## src/rtl/morse_pkg.sv

```systemverilog
// Shared definitions for the Morse letter transmitter.
//   state_t      : transmitter FSM states
//   LETTER_*     : letter index limits (0..25 = A..Z, 31 = blank display)
//   *_UNITS      : element and gap durations in Morse units
//   CODE_TABLE   : {len[2:0], pat[3:0]} per letter; pat is right-aligned,
//                  MSB-first over the len used bits, 1 = dash, 0 = dot
//   elem_is_dash : selects element idx of a right-aligned pattern
package morse_pkg;

  typedef enum logic [2:0] {
    ST_IDLE  = 3'd0,
    ST_MARK  = 3'd1,
    ST_SPACE = 3'd2,
    ST_LGAP  = 3'd3,
    ST_ERR   = 3'd4
  } state_t;

  localparam logic [4:0] LETTER_MAX   = 5'd25;
  localparam logic [4:0] LETTER_BLANK = 5'd31;

  localparam int DOT_UNITS        = 1;
  localparam int DASH_UNITS       = 3;
  localparam int ELEM_GAP_UNITS   = 1;
  localparam int LETTER_GAP_UNITS = 3;

  localparam logic [6:0] CODE_TABLE [0:25] = '{
    7'b010_0001,  // A .-
    7'b100_1000,  // B -...
    7'b100_1010,  // C -.-.
    7'b011_0100,  // D -..
    7'b001_0000,  // E .
    7'b100_0010,  // F ..-.
    7'b011_0110,  // G --.
    7'b100_0000,  // H ....
    7'b010_0000,  // I ..
    7'b100_0111,  // J .---
    7'b011_0101,  // K -.-
    7'b100_0100,  // L .-..
    7'b010_0011,  // M --
    7'b010_0010,  // N -.
    7'b011_0111,  // O ---
    7'b100_0110,  // P .--.
    7'b100_1101,  // Q --.-
    7'b011_0010,  // R .-.
    7'b011_0000,  // S ...
    7'b001_0001,  // T -
    7'b011_0001,  // U ..-
    7'b100_0001,  // V ...-
    7'b011_0011,  // W .--
    7'b100_1001,  // X -..-
    7'b100_1011,  // Y -.--
    7'b100_1100   // Z --..
  };

  // Element 0 is the MSB of the len used bits.
  function automatic logic elem_is_dash(input logic [3:0] pat,
                                        input logic [2:0] len,
                                        input logic [2:0] idx);
    logic [1:0] pos;
    pos = 2'(len - idx - 3'd1);
    return pat[pos];
  endfunction

endpackage

```

## src/rtl/morse_code_rom.sv

```systemverilog
// Letter index to Morse code lookup.
//   letter : letter index, 0..25 valid
//   len    : number of elements 1..4, 0 for an invalid index
//   pat    : right-aligned element pattern, 1 = dash
module morse_code_rom
  import morse_pkg::*;
(
  input  logic [4:0] letter,
  output logic [2:0] len,
  output logic [3:0] pat
);

  always_comb begin
    len = 3'd0;
    pat = 4'd0;
    if (letter <= LETTER_MAX) begin
      {len, pat} = CODE_TABLE[letter];
    end
  end

endmodule

```

## src/rtl/morse_letter_tx.sv

```systemverilog
// Plays one letter at a time as timed Morse on a key line.
//   iClk, iRst_n   : clock, synchronous active-low reset
//   iLetter/iValid : letter index offered by upstream
//   oReady         : idle; transfer on iValid && oReady at a rising edge
//   iAbort         : drop the letter in flight and return to idle
//   oTone          : key line, 1 = mark
//   oLetter        : letter being or last sent, 31 = blank
//   oDone / oErr   : one-cycle completion / invalid-letter pulses
//
// state    | meaning
// ---------+-----------------------------------------------
// ST_IDLE  | waiting for a letter, oReady = 1
// ST_MARK  | key down for one dot or dash
// ST_SPACE | key up between elements of the same letter
// ST_LGAP  | trailing key-up gap after the last element
// ST_ERR   | single cycle reporting an invalid letter index
module morse_letter_tx
  import morse_pkg::*;
#(
  parameter int UNIT_CYCLES = 5_000_000
) (
  input  logic       iClk,
  input  logic       iRst_n,
  input  logic [4:0] iLetter,
  input  logic       iValid,
  output logic       oReady,
  input  logic       iAbort,
  output logic       oTone,
  output logic [4:0] oLetter,
  output logic       oDone,
  output logic       oErr
);

  localparam int CNT_W = $clog2(3 * UNIT_CYCLES + 1);

  // Down-counter reload values: a state lasting N cycles loads N-1 and
  // leaves on the cycle the counter reads zero.
  localparam logic [CNT_W-1:0] DOT_LOAD  = CNT_W'(DOT_UNITS * UNIT_CYCLES - 1);
  localparam logic [CNT_W-1:0] DASH_LOAD = CNT_W'(DASH_UNITS * UNIT_CYCLES - 1);
  localparam logic [CNT_W-1:0] GAP_LOAD  = CNT_W'(ELEM_GAP_UNITS * UNIT_CYCLES - 1);
  localparam logic [CNT_W-1:0] LGAP_LOAD = CNT_W'(LETTER_GAP_UNITS * UNIT_CYCLES - 1);

  state_t           state;
  logic [CNT_W-1:0] cnt;
  logic [2:0]       len_q;
  logic [3:0]       pat_q;
  logic [2:0]       idx;
  logic [2:0]       rom_len;
  logic [3:0]       rom_pat;
  logic [2:0]       idx_next;

  morse_code_rom u_rom (
    .letter (iLetter),
    .len    (rom_len),
    .pat    (rom_pat)
  );

  assign oReady   = (state == ST_IDLE);
  assign idx_next = idx + 3'd1;

  always_ff @(posedge iClk) begin
    if (!iRst_n) begin
      state   <= ST_IDLE;
      cnt     <= '0;
      len_q   <= 3'd0;
      pat_q   <= 4'd0;
      idx     <= 3'd0;
      oTone   <= 1'b0;
      oLetter <= LETTER_BLANK;
      oDone   <= 1'b0;
      oErr    <= 1'b0;
    end else begin
      oDone <= 1'b0;
      oErr  <= 1'b0;
      if (state == ST_IDLE) begin
        // iAbort has no effect here, so a simultaneous letter is accepted.
        if (iValid) begin
          if (iLetter > LETTER_MAX) begin
            state <= ST_ERR;
            cnt   <= '0;
            oErr  <= 1'b1;
          end else begin
            state   <= ST_MARK;
            len_q   <= rom_len;
            pat_q   <= rom_pat;
            idx     <= 3'd0;
            oLetter <= iLetter;
            oTone   <= 1'b1;
            cnt     <= elem_is_dash(rom_pat, rom_len, 3'd0) ? DASH_LOAD : DOT_LOAD;
          end
        end
      end else if (iAbort) begin
        state <= ST_IDLE;
        cnt   <= '0;
        oTone <= 1'b0;
      end else begin
        case (state)
          ST_MARK: begin
            if (cnt == '0) begin
              oTone <= 1'b0;
              if (idx_next < len_q) begin
                state <= ST_SPACE;
                cnt   <= GAP_LOAD;
              end else begin
                state <= ST_LGAP;
                cnt   <= LGAP_LOAD;
              end
            end else begin
              cnt <= cnt - 1'b1;
            end
          end
          ST_SPACE: begin
            if (cnt == '0) begin
              state <= ST_MARK;
              idx   <= idx_next;
              oTone <= 1'b1;
              cnt   <= elem_is_dash(pat_q, len_q, idx_next) ? DASH_LOAD : DOT_LOAD;
            end else begin
              cnt <= cnt - 1'b1;
            end
          end
          ST_LGAP: begin
            if (cnt == '0) begin
              state <= ST_IDLE;
              oDone <= 1'b1;
            end else begin
              cnt <= cnt - 1'b1;
            end
          end
          default: begin
            state <= ST_IDLE;
            cnt   <= '0;
            oTone <= 1'b0;
          end
        endcase
      end
    end
  end

endmodule

```

## config.mk

```make
export PLATFORM = sky130hd
export DESIGN_NAME = morse_letter_tx
export DESIGN_NICKNAME = d
export VERILOG_FILES = /design/src/rtl/morse_pkg.sv /design/src/rtl/morse_code_rom.sv /design/src/rtl/morse_letter_tx.sv
export SDC_FILE = /design/constraint.sdc
export NUM_CORES = 1
export LEC_CHECK = 0
export CAP_MARGIN = 10
export CORE_UTILIZATION = 55
export CTS_BUF_LIST = sky130_fd_sc_hd__clkbuf_8
export CTS_CLUSTER_DIAMETER = 150
export DETAILED_ROUTE_END_ITERATION = 8
export GPL_ROUTABILITY_DRIVEN = 0
export PLACE_DENSITY_LB_ADDON = 0.3
export SKIP_CTS_REPAIR_TIMING = 1
export SYNTH_ARGS = -nofsm -noshare
export SYNTH_HDL_FRONTEND = slang
export SYNTH_HIERARCHICAL = 1
export SYNTH_SLANG_ARGS = --single-unit
```

## constraint.sdc

```tcl
create_clock -name iClk -period 4.1 [get_ports iClk]
set_input_delay 0.41 -clock iClk [delete_from_list [all_inputs] [get_ports iClk]]
set_output_delay 0.41 -clock iClk [all_outputs]
set_load 0.03 [all_outputs]
```

==> results by group, run 1 <==
Yosys
  • Ys async rst share: 0
  • Warning count from the yosys run: 6
  • Synth top area share: 0.289
  • Synth Instances: 393
  • Cell variety after synth: 65
  • Seq cells post-synth: 45
  • Top post-synthesis cells by count: dfxtp_1 (45), nor2_1 (38), nand2_1 (30)
  • Cell taking the most area after synthesis: dfxtp_1
  • Syn Area/Cell: approximately 8 sq um
  • Synthesized net count: between 400 and 500
  • Synth top area cells: dfxtp_1 (29%), ha_1 (5.6%), mux2i_1 (5.5%)
  • Post-synth EDFFs: 0
  • Most common cell in the netlist: dfxtp_1
  • Ys flop type: dfxtp_1
  • Post-Synthesis Cell Area: 3120 sq um
  • Sequential element share of the synthesized area: 0.289

STA
  • Final setup TNS: 0 ps
  • Final setup vio count: 0
  • Worst relative slew slack: 0.456
  • FMAX: 0.309 GHz
  • Hold Slack: ~480 ps
  • Tcrit/Tclk final: 0.789
  • Tmin final: between 3000 and 4000 ps
  • Final hold violations: 0
  • Worst Skew: around 14 ps
  • Worst slew pin tran: roughly 820 ps
  • RSZ-0062 raised after global routing: false
  • Fin. max-slew vios: 0

Worst hold path
  • Worst min path class: flop to flop
  • Hold path cells: 2
  • Worst min-delay path startpoint: oLetter[0]$_SDFFE_PN1P_
  • WHS Endpoint: oLetter[0]$_SDFFE_PN1P_

Global route
  • Largest net degree at the start of global routing: 30
  • Initial antenna violation count: 0
  • Met3 usage in global routing: 0.0476
  • Gr busiest metal: met2
  • Gr usage total: 0.272
  • Total congestion overflow: 0
  • Vias in the first global route: 2754
  • First-pass GRT wire length: between 10 and 15 mm
  • Routing usage on met2: 0.438
  • Met1 usage: 0.361

Routing
  • DRT iter0 DRCs: about 250
  • WL/cell: around 17 um
  • Drt pass-1 iters: 5
  • Detail Route Antenna Nets: 0
  • Number of vias per cell: 6.43
  • # DRC: 0
  • Total Routed Length: a little under 8 mm
  • Vias: a little over 3000

Floorplanning
  • Die ar.: about 6000 sq um
  • Core area: approximately 5500 sq um
  • Die height: around 77 um
  • Total I/O pin count: 18
  • Std cell rows: 27
  • Initial core utilization: 0.570
  • Die width: roughly 77 um

Critical path
  • Critical Path AT: around 3400 ps
  • Worst setup EP type: flop
  • Crit-path cells: clkdlybuf4s50_1 > inv_1 > ha_1 > mux2i_1 > a21oi_1 > o211a_1 > mux4_2 > nand2_1 > o21ai_0 > o31ai_1 > a221oi_1
  • R2R Path Start: cnt[0]$_SDFFE_PN0P_
  • R2R Path End: state[0]$_SDFFE_PN0P_
  • Reg-to-reg slack, setup: between 1000 and 1500 ps
  • CP required: ~4300 ps
  • Max incr delay on CP: about 660 ps
  • R2R cell count: 8
  • Crit-path slowest cell: clkdlybuf4s50_1
  • CP Launch Type: input port
  • CP max FO: 10
  • Critical path type: input port to flop

Run status
  • Status: completed

Clock tree
  • Clk pin slew, worst setup/hold paths: ~100 ps
  • CTS Buf Count: 5
  • CTS Sinks: 45
  • Clock buffer depth: 2
  • Clk Latency, worst-skew pair: just over 300 ps
  • H-Tree Level Count: 2
  • TritonCTS clock tree: built
  • Clock Tree Root: clkbuf_8

Power and ir drop
  • Pwr/cell area: around 370 nW/um^2
  • Leak: roughly 1.3 nW
  • Tot Pwr: 1.28 mW
  • Max IR drop VDD: between 150 and 200 uV

Finish
  • Share of layout cells above drive strength 1: 0.0700
  • Final core occ: 0.626
  • Synth-to-Final Area Change: 9.83%
  • Antenna fix cells: 0
  • Register area: 901 sq um
  • Layout net count: between 400 and 500
  • Fillers: between 500 and 600
  • Multi-input logic area: around 2000 sq um
  • Design area: 3430 sq um

Job
  • Max Cap Viol: 0

Place
  • PortBufs: 17
  • Area after DPL: between 3000 and 4000 sq um
  • HPWL after DPL: between 5 and 6 mm
through the flow:
stage                     std cells  worst slack, ps
after CTS                       472              873
final                           472              864
after detailed placement        465              545
after global routing            472              624
after floorplan                 393             1590
after global placement          465              676
cell type report:
cell class	count	share of cell area
clock inverters	2	0.0102
inverters	17	0.0186
well taps	72	0.0263
repair buffers	22	0.0606
clock buffers	5	0.0201
flip-flops and latches	45	0.263
multi-input cells	309	0.601
routing by layer:
metal / share of wire / vias to the layer above
li1: - / 1478
met1: 0.47 / 1426
met2: 0.47 / 115
met3: 0.044 / 15
met4: 0.019 / 0
met5: 0 / -
worst max-delay path by stage:
stage                          start             endpoint  slack [ps]  cells past startpoint
final                     iLetter[1]  cnt[7]$_SDFFE_PN0P_         860                     11
after global routing      iLetter[1]  cnt[7]$_SDFFE_PN0P_         620                     11
after CTS                 iLetter[1]  cnt[7]$_SDFFE_PN0P_         870                     11
after detailed placement  iLetter[1]  cnt[7]$_SDFFE_PN0P_         550                     11
after global placement    iLetter[1]  cnt[7]$_SDFFE_PN0P_         680                     11
after floorplan           iLetter[0]  cnt[7]$_SDFFE_PN0P_        1590                     10
placed cells by master (no fill, tap or decap), drive strengths merged, types with 6 or more instances in the layout:
master	count
nor4	11
o21ai	23
ha	14
a21oi	25
nor2	39
dfxtp	45
inv	17
clkdlybuf4s50	17
o22ai	6
nor2b	8
a31oi	6
nor3	16
xnor2	8
nand2	30
or4	8
mux2i	17
nand3	10
flip-flops by register name (all words and copies together) (netlist names):
signal / count
len_q: 3
oLetter: 5
state: 3
cnt: 24
idx: 3
oTone: 1
oErr: 1
pat_q: 4
oDone: 1
cell families after synthesis:
family / count (synthesis) / share of synthesized area
simple gates: 152 / 0.256
xor+xnor: 10 / 0.0281
flops: 45 / 0.289
compound gates: 112 / 0.247
mux: 20 / 0.0690
fa+ha+maj: 15 / 0.0594
buf+inv: 39 / 0.0521
worst max-delay path, delay by kind of cell:
kind	cells	cell delay (ps)
muxes	2	660
and+or+nand+nor	1	160
AOI/OAI and AO/OA	5	950
adders and majority gates	1	410
buffers and inverters	2	810
where the power goes:
part | internal (mW) | total [mW] | switching, mW
Clock | 0.178 | 0.339 | 0.162
Combinational | 0.165 | 0.413 | 0.247
Sequential | 0.476 | 0.525 | 0.0493
(Power assumes the default switching activity.)
==> run 2: changes to the inputs <==
Clock period 4.1 ns to 3.1 ns, I/O delays scaled along.
==> results by group, run 2 (synthesis results as in run 1) <==
Routing
  • # DRC: 0 (unchanged)
  • Number of vias per cell: 6.50 (was 6.43)
  • DRT iter0 DRCs: 381 (was 251)
  • WL/cell: 16.9 um (was 16.6 um)
  • Drt pass-1 iters: 5 (unchanged)
  • Total Routed Length: 8.25 mm (was 7.86 mm)
  • Vias: 3177 (was 3034)
  • Detail Route Antenna Nets: 0 (unchanged)

Finish
  • Layout net count: 439 (was 423)
  • Share of layout cells above drive strength 1: 0.108 (was 0.0700)
  • Max reg flops: 24 (unchanged)
  • Largest registers: cnt (24), oLetter (5), pat_q (4) (unchanged)
  • Antenna fix cells: 0 (unchanged)
  • Commonest non-fill, non-tap cell in the layout: dfxtp_1 (unchanged)
  • Design area: 3540 sq um (was 3430 sq um)
  • Finished Layout Cells: 489 (was 472)
  • Commonest non-fill, non-tap cells in the layout: dfxtp_1 (45), nor2_1 (38), nand2_1 (30) (unchanged)
  • Most flops, register: cnt (unchanged)
  • Synth-to-Final Area Change: 13.4% (was 9.83%)

Clock tree
  • Clock Tree Root: clkbuf_8 (unchanged)
  • Clk pin slew, worst setup/hold paths: 90 ps (was 100 ps)
  • Clock buffer depth: 2 (unchanged)
  • TritonCTS clock tree: built (unchanged)
  • Clk Latency, worst-skew pair: 300 ps (was 310 ps)
  • CTS Buf Count: 5 (unchanged)
  • CTS Sinks: 45 (unchanged)
  • H-Tree Level Count: 2 (unchanged)

Global route
  • Met1 usage: 0.371 (was 0.361)
  • Met3 usage in global routing: 0.0500 (was 0.0476)
  • Gr usage total: 0.283 (was 0.272)
  • First-pass GRT wire length: 13.6 mm (was 13.2 mm)
  • Gr busiest metal: met2 (unchanged)
  • Largest net degree at the start of global routing: 19 (was 30)
  • Total congestion overflow: 0 (unchanged)
  • Vias in the first global route: 2870 (was 2754)
  • Initial antenna violation count: 0 (unchanged)
  • Routing usage on met2: 0.467 (was 0.438)

Critical path
  • Worst setup EP type: flop (unchanged)
  • R2R cell count: 8 (unchanged)
  • CP max FO: 5 (was 10)
  • Critical Path AT: 3010 ps (was 3410 ps)
  • Buf+Inv Stages, Crit Path: 2 (unchanged)
  • Max incr delay on CP: 530 ps (was 660 ps)
  • R2R Path End: state[0]$_SDFFE_PN0P_ (unchanged)
  • Crit-path slowest cell: mux4_2 (was clkdlybuf4s50_1)
  • Crit-path cells: clkdlybuf4s50_1 > inv_1 > ha_1 > nor2b_1 > a2111oi_2 > a221o_1 > mux4_2 > nand2_1 > o21ai_0 > o31ai_1 > a221oi_1 (was clkdlybuf4s50_1 > inv_1 > ha_1 > mux2i_1 > a21oi_1 > o211a_1 > mux4_2 > nand2_1 > o21ai_0 > o31ai_1 > a221oi_1)
  • Reg-to-reg slack, setup: 300 ps (was 1180 ps)
  • CP required: 3270 ps (was 4270 ps)
  • R2R Path Start: cnt[0]$_SDFFE_PN0P_ (unchanged)
  • CP Launch Type: input port (unchanged)
  • CP delay by family, top: compound AO/OA/AOI/OAI gates (unchanged)
  • Critical path type: input port to flop (unchanged)

Power and ir drop
  • Max IR drop VDD: 232 uV (was 192 uV)
  • Leak: 1.41 nW (was 1.33 nW)
  • Pwr/cell area: 471 nW/um^2 (was 373 nW/um^2)

STA
  • Tmin final: 2830 ps
  • FMAX: 0.353 GHz
  • Fin. max-slew vios: 0 (unchanged)
  • Hold Slack: 477 ps (was 479 ps)
  • Final setup vio count: 0 (unchanged)
  • Worst slew pin tran: 623 ps (was 816 ps)
  • Worst Skew: 6.30 ps (was 13.9 ps)
  • Final hold violations: 0 (unchanged)
  • Tcrit/Tclk final: 0.914
  • Worst relative slew slack: 0.584 (was 0.456)
  • RSZ-0062 raised after global routing: false (unchanged)

Floorplanning
  • Die width: 77.3 um (unchanged)
  • Core area: 5470 sq um (unchanged)
  • Total I/O pin count: 18 (unchanged)
  • Die height: 77.3 um (unchanged)
  • Std cell rows: 27 (unchanged)
  • Die ar.: 5980 sq um (unchanged)
  • Initial core utilization: 0.570 (unchanged)

Place
  • Inst Count DP: 481 (was 465)
  • Area after DPL: 3440 sq um (was 3320 sq um)
  • PortBufs: 17 (unchanged)
  • HPWL after DPL: 5.98 mm (was 5.71 mm)

Worst hold path
  • Worst min-delay path startpoint: cnt[23]$_SDFFE_PN0P_ (was oLetter[0]$_SDFFE_PN1P_)
  • Worst min path class: flop to flop (unchanged)
  • WHS Endpoint: cnt[23]$_SDFFE_PN0P_ (was oLetter[0]$_SDFFE_PN1P_)
  • Hold path cells: 2 (unchanged)

Job
  • Max Cap Viol: 0 (unchanged)

Run status
  • Status: completed (unchanged)
[run 2: changes by cell type in the layout (fill, tap and decap cells not counted)]
cell       before  now
buf_4           5   21
bufinv_16       1    0
clkbuf_8        5    6
clkinv_4        0    1
[run 2: metrics by stage]
| stage | setup slack [ps] | power [mW] | utilization | setup TNS (ps) |
|---|---|---|---|---|
| detailed placement | -25.4 | 1.26 | 0.629 | -47.5 |
| finish | 266 | 1.67 | 0.647 | 0 |
| global placement | 110 | 1.25 | 0.629 | 0 |
| global route | 30.4 | 1.76 | 0.647 | 0 |
| CTS | 280 | 1.66 | 0.647 | 0 |
| floorplan | 599 | 1.10 | - | 0 |
[run 2: cell type report]
cell class	instances	area [sq um]
inverters	17	63.8
clock inverters	2	13.8
clock buffers	6	82.6
multi-input cells	309	2060
fillers	481	1930
repair buffers	38	328
flip-flops and latches	45	901
well taps	72	90.1
[run 2: worst max-delay path by stage]
stage,start,end,slack [ps],cells after the start
CTS,iLetter[0],cnt[7]$_SDFFE_PN0P_,280,11
floorplan,cnt[0]$_SDFFE_PN0P_,cnt[13]$_SDFFE_PN0P_,600,7
detailed placement,iLetter[0],cnt[7]$_SDFFE_PN0P_,-30,11
global placement,iLetter[0],cnt[7]$_SDFFE_PN0P_,110,11
finish,iLetter[0],cnt[7]$_SDFFE_PN0P_,270,11
global route,iLetter[0],cnt[23]$_SDFFE_PN0P_,30,11
[run 2: per-layer routing]
layer | wire length [um] | part of all wire | vias up
met5 | 0 | 0 | -
met4 | 142 | 0.017 | 0
met3 | 538 | 0.065 | 24
met2 | 3930 | 0.48 | 141
met1 | 3630 | 0.44 | 1499
li1 | - | - | 1513
[run 2: worst min-delay path, cell delays in order, from the launching register on]
cell	delay, ps
dfxtp_1	330
inv_1	50
a211oi_1	60
[run 2: power breakdown]
part / leakage (nW) / switching [mW] / internal [mW] / total (mW)
Clock: 0.0512 / 0.217 / 0.181 / 0.398
Combinational: 0.988 / 0.343 / 0.238 / 0.581
Sequential: 0.369 / 0.0597 / 0.629 / 0.689
Total: 1.41 / 0.619 / 1.05 / 1.67
==> run 3: changes to the inputs <==
Settings changed: CORE_ASPECT_RATIO set to 1.5.
==> results by group, run 3 (synthesis results as in run 1) <==
Run status
  • Status: completed (unchanged)

Floorplanning
  • Core area: 5450 sq um (was 5470 sq um)
  • Initial core utilization: 0.572 (was 0.570)
  • Die height: 94.2 um (was 77.3 um)
  • Total I/O pin count: 18 (unchanged)
  • Std cell rows: 33 (was 27)
  • Die ar.: 5980 sq um (about the same)
  • Die width: 63.5 um (was 77.3 um)

Worst hold path
  • Worst min path class: flop to flop (unchanged)

Finish
  • Commonest non-fill, non-tap cell in the layout: dfxtp_1 (unchanged)
  • Antenna fix cells: 0 (unchanged)
  • Most flops, register: cnt (unchanged)
  • Commonest non-fill, non-tap cells in the layout: dfxtp_1 (45), nor2_1 (38), nand2_1 (30) (unchanged)
  • Layout net count: 442 (was 439)
  • Max reg flops: 24 (unchanged)
  • Synth-to-Final Area Change: 13.8% (was 13.4%)
  • Largest registers: cnt (24), oLetter (5), pat_q (4) (unchanged)
  • Fillers: 480 (was 481)
  • Share of layout cells above drive strength 1: 0.114 (was 0.108)

Global route
  • Largest net degree at the start of global routing: 22 (was 19)
  • Routing usage on met2: 0.498 (was 0.467)
  • First-pass GRT wire length: 14.0 mm (was 13.6 mm)
  • Gr usage total: 0.299 (was 0.283)
  • Met1 usage: 0.342 (was 0.371)
  • Initial antenna violation count: 0 (unchanged)
  • Vias in the first global route: 3031 (was 2870)
  • Met3 usage in global routing: 0.0400 (was 0.0500)
  • Gr busiest metal: met2 (unchanged)
  • Total congestion overflow: 0 (unchanged)

Critical path
  • Worst setup EP type: flop (unchanged)
  • Worst setup startpoint: cnt[0]$_SDFFE_PN0P_ (was iLetter[0])
  • R2R Path End: cnt[5]$_SDFFE_PN0P_ (was state[0]$_SDFFE_PN0P_)
  • Critical Path Sink: cnt[5]$_SDFFE_PN0P_ (was cnt[7]$_SDFFE_PN0P_)
  • Critical path type: flop to flop (was input port to flop)
  • Reg-to-reg slack, setup: 320 ps (was 300 ps)
  • CP max FO: 19 (was 5)
  • CP required: 3330 ps (was 3270 ps)
  • Critical Path AT: 3010 ps (about the same)
  • CP Launch Type: flop (was input port)
  • R2R Path Start: cnt[0]$_SDFFE_PN0P_ (unchanged)
  • R2R cell count: 9 (was 8)

Clock tree
  • H-Tree Level Count: 2 (unchanged)
  • Clock Tree Root: clkbuf_8 (unchanged)
  • CTS Buf Count: 5 (unchanged)
  • TritonCTS clock tree: built (unchanged)
  • Clk pin slew, worst setup/hold paths: 90 ps (about the same)
  • Clk Latency, worst-skew pair: 300 ps (about the same)
  • CTS Sinks: 45 (unchanged)
  • Clock buffer depth: 2 (unchanged)

Power and ir drop
  • Power share of the combinational group: 0.360 (was 0.348)
  • Clock power share: 0.225 (was 0.239)
  • Net Sw Frac: 0.375 (was 0.371)
  • Max IR drop VDD: 298 uV (was 232 uV)
  • P_int: 1.03 mW (was 1.05 mW)
  • P_sw: 0.620 mW (was 0.619 mW)
  • Power share of the sequential group: 0.415 (was 0.413)
  • Pwr/cell area: 466 nW/um^2 (was 471 nW/um^2)
  • Leak: 1.42 nW (was 1.41 nW)
  • Tot Pwr: 1.65 mW (was 1.67 mW)

STA
  • Worst relative slew slack: 0.459 (was 0.584)
  • Worst slew pin tran: 812 ps (was 623 ps)
  • Tcrit/Tclk final: 0.896 (was 0.914)
  • Fin. max-slew vios: 0 (unchanged)
  • Final setup vio count: 0 (unchanged)
  • Tmin final: 2780 ps (was 2830 ps)
  • Final setup TNS: 0 ps (unchanged)
  • FMAX: 0.360 GHz (was 0.353 GHz)
  • Final hold violations: 0 (unchanged)
  • RSZ-0062 raised after global routing: false (unchanged)
  • Worst Skew: 9.94 ps (was 6.30 ps)

Routing
  • Number of vias per cell: 6.45 (was 6.50)
  • Vias: 3161 (was 3177)
  • # DRC: 0 (unchanged)
  • Total Routed Length: 8.39 mm (was 8.25 mm)
  • Detail Route Antenna Nets: 0 (unchanged)
  • WL/cell: 17.1 um (was 16.9 um)
  • DRT iter0 DRCs: 212 (was 381)
  • Drt pass-1 iters: 5 (unchanged)

Place
  • HPWL after DPL: 6.33 mm (was 5.98 mm)
  • PortBufs: 17 (unchanged)

Job
  • Max Cap Viol: 0 (unchanged)
-- run 3: routing by layer --
layer | vias up | wire, um
li1 | 1524 | -
met5 | - | 0
met4 | 0 | 483
met1 | 1457 | 3340
met3 | 44 | 417
met2 | 136 | 4150
-- run 3: final cells by class --
cell class,count,area [sq um],area share
Timing Repair Buffer,41,350,0.0987
Clock buffer,5,68.8,0.0194
Clock inverter,3,17.5,0.00494
Multi-Input combinational cell,309,2060,0.580
Inverter,17,63.8,0.0180
Tap cell,70,87.6,0.0247
Sequential cell,45,901,0.254
-- run 3: power by group through the flow --
| stage | registers [mW] | logic (mW) | clock network, mW |
|---|---|---|---|
| 2_1_floorplan | 0.697 | 0.405 | 0 |
| 3_3_place_gp | 0.695 | 0.573 | 0 |
| 3_5_place_dp | 0.698 | 0.582 | 0 |
| 4_1_cts | 0.685 | 0.586 | 0.377 |
| 5_1_grt | 0.694 | 0.650 | 0.401 |
| 6_report | 0.686 | 0.595 | 0.371 |
-- run 3: worst min-delay path by stage --
stage	start	to	slack (ps)	depth (start not counted)
2_1_floorplan	cnt[23]$_SDFFE_PN0P_	cnt[23]$_SDFFE_PN0P_	430	2
3_3_place_gp	len_q[2]$_SDFFE_PN0P_	len_q[2]$_SDFFE_PN0P_	450	2
3_5_place_dp	len_q[2]$_SDFFE_PN0P_	len_q[2]$_SDFFE_PN0P_	460	2
4_1_cts	len_q[2]$_SDFFE_PN0P_	len_q[2]$_SDFFE_PN0P_	470	2
5_1_grt	len_q[2]$_SDFFE_PN0P_	len_q[2]$_SDFFE_PN0P_	500	2
6_report	len_q[2]$_SDFFE_PN0P_	len_q[2]$_SDFFE_PN0P_	470	2
-- run 3: per-stage QoR --
step / cells / area, sq um / utilization / setup slack [ps] / hold WS, ps
floorplan: 393 / 3120 / - / 599 / 432
global placement: 482 / 3460 / 0.635 / 165 / 455
detailed placement: 482 / 3460 / 0.635 / 77.5 / 459
CTS: 490 / 3550 / 0.651 / 359 / 472
global route: 490 / 3550 / 0.651 / 68.4 / 499
finish: 490 / 3550 / 0.651 / 323 / 472
-- run 3: critical path: stages (launching register included) --
cell     delay (ps)
dfxtp_1         360
inv_1            90
ha_1            130
or4b_2          670
nor4_1          440
a21oi_2         320
buf_4           250
nand2_1         220
o22ai_1         140
nor2_1          100
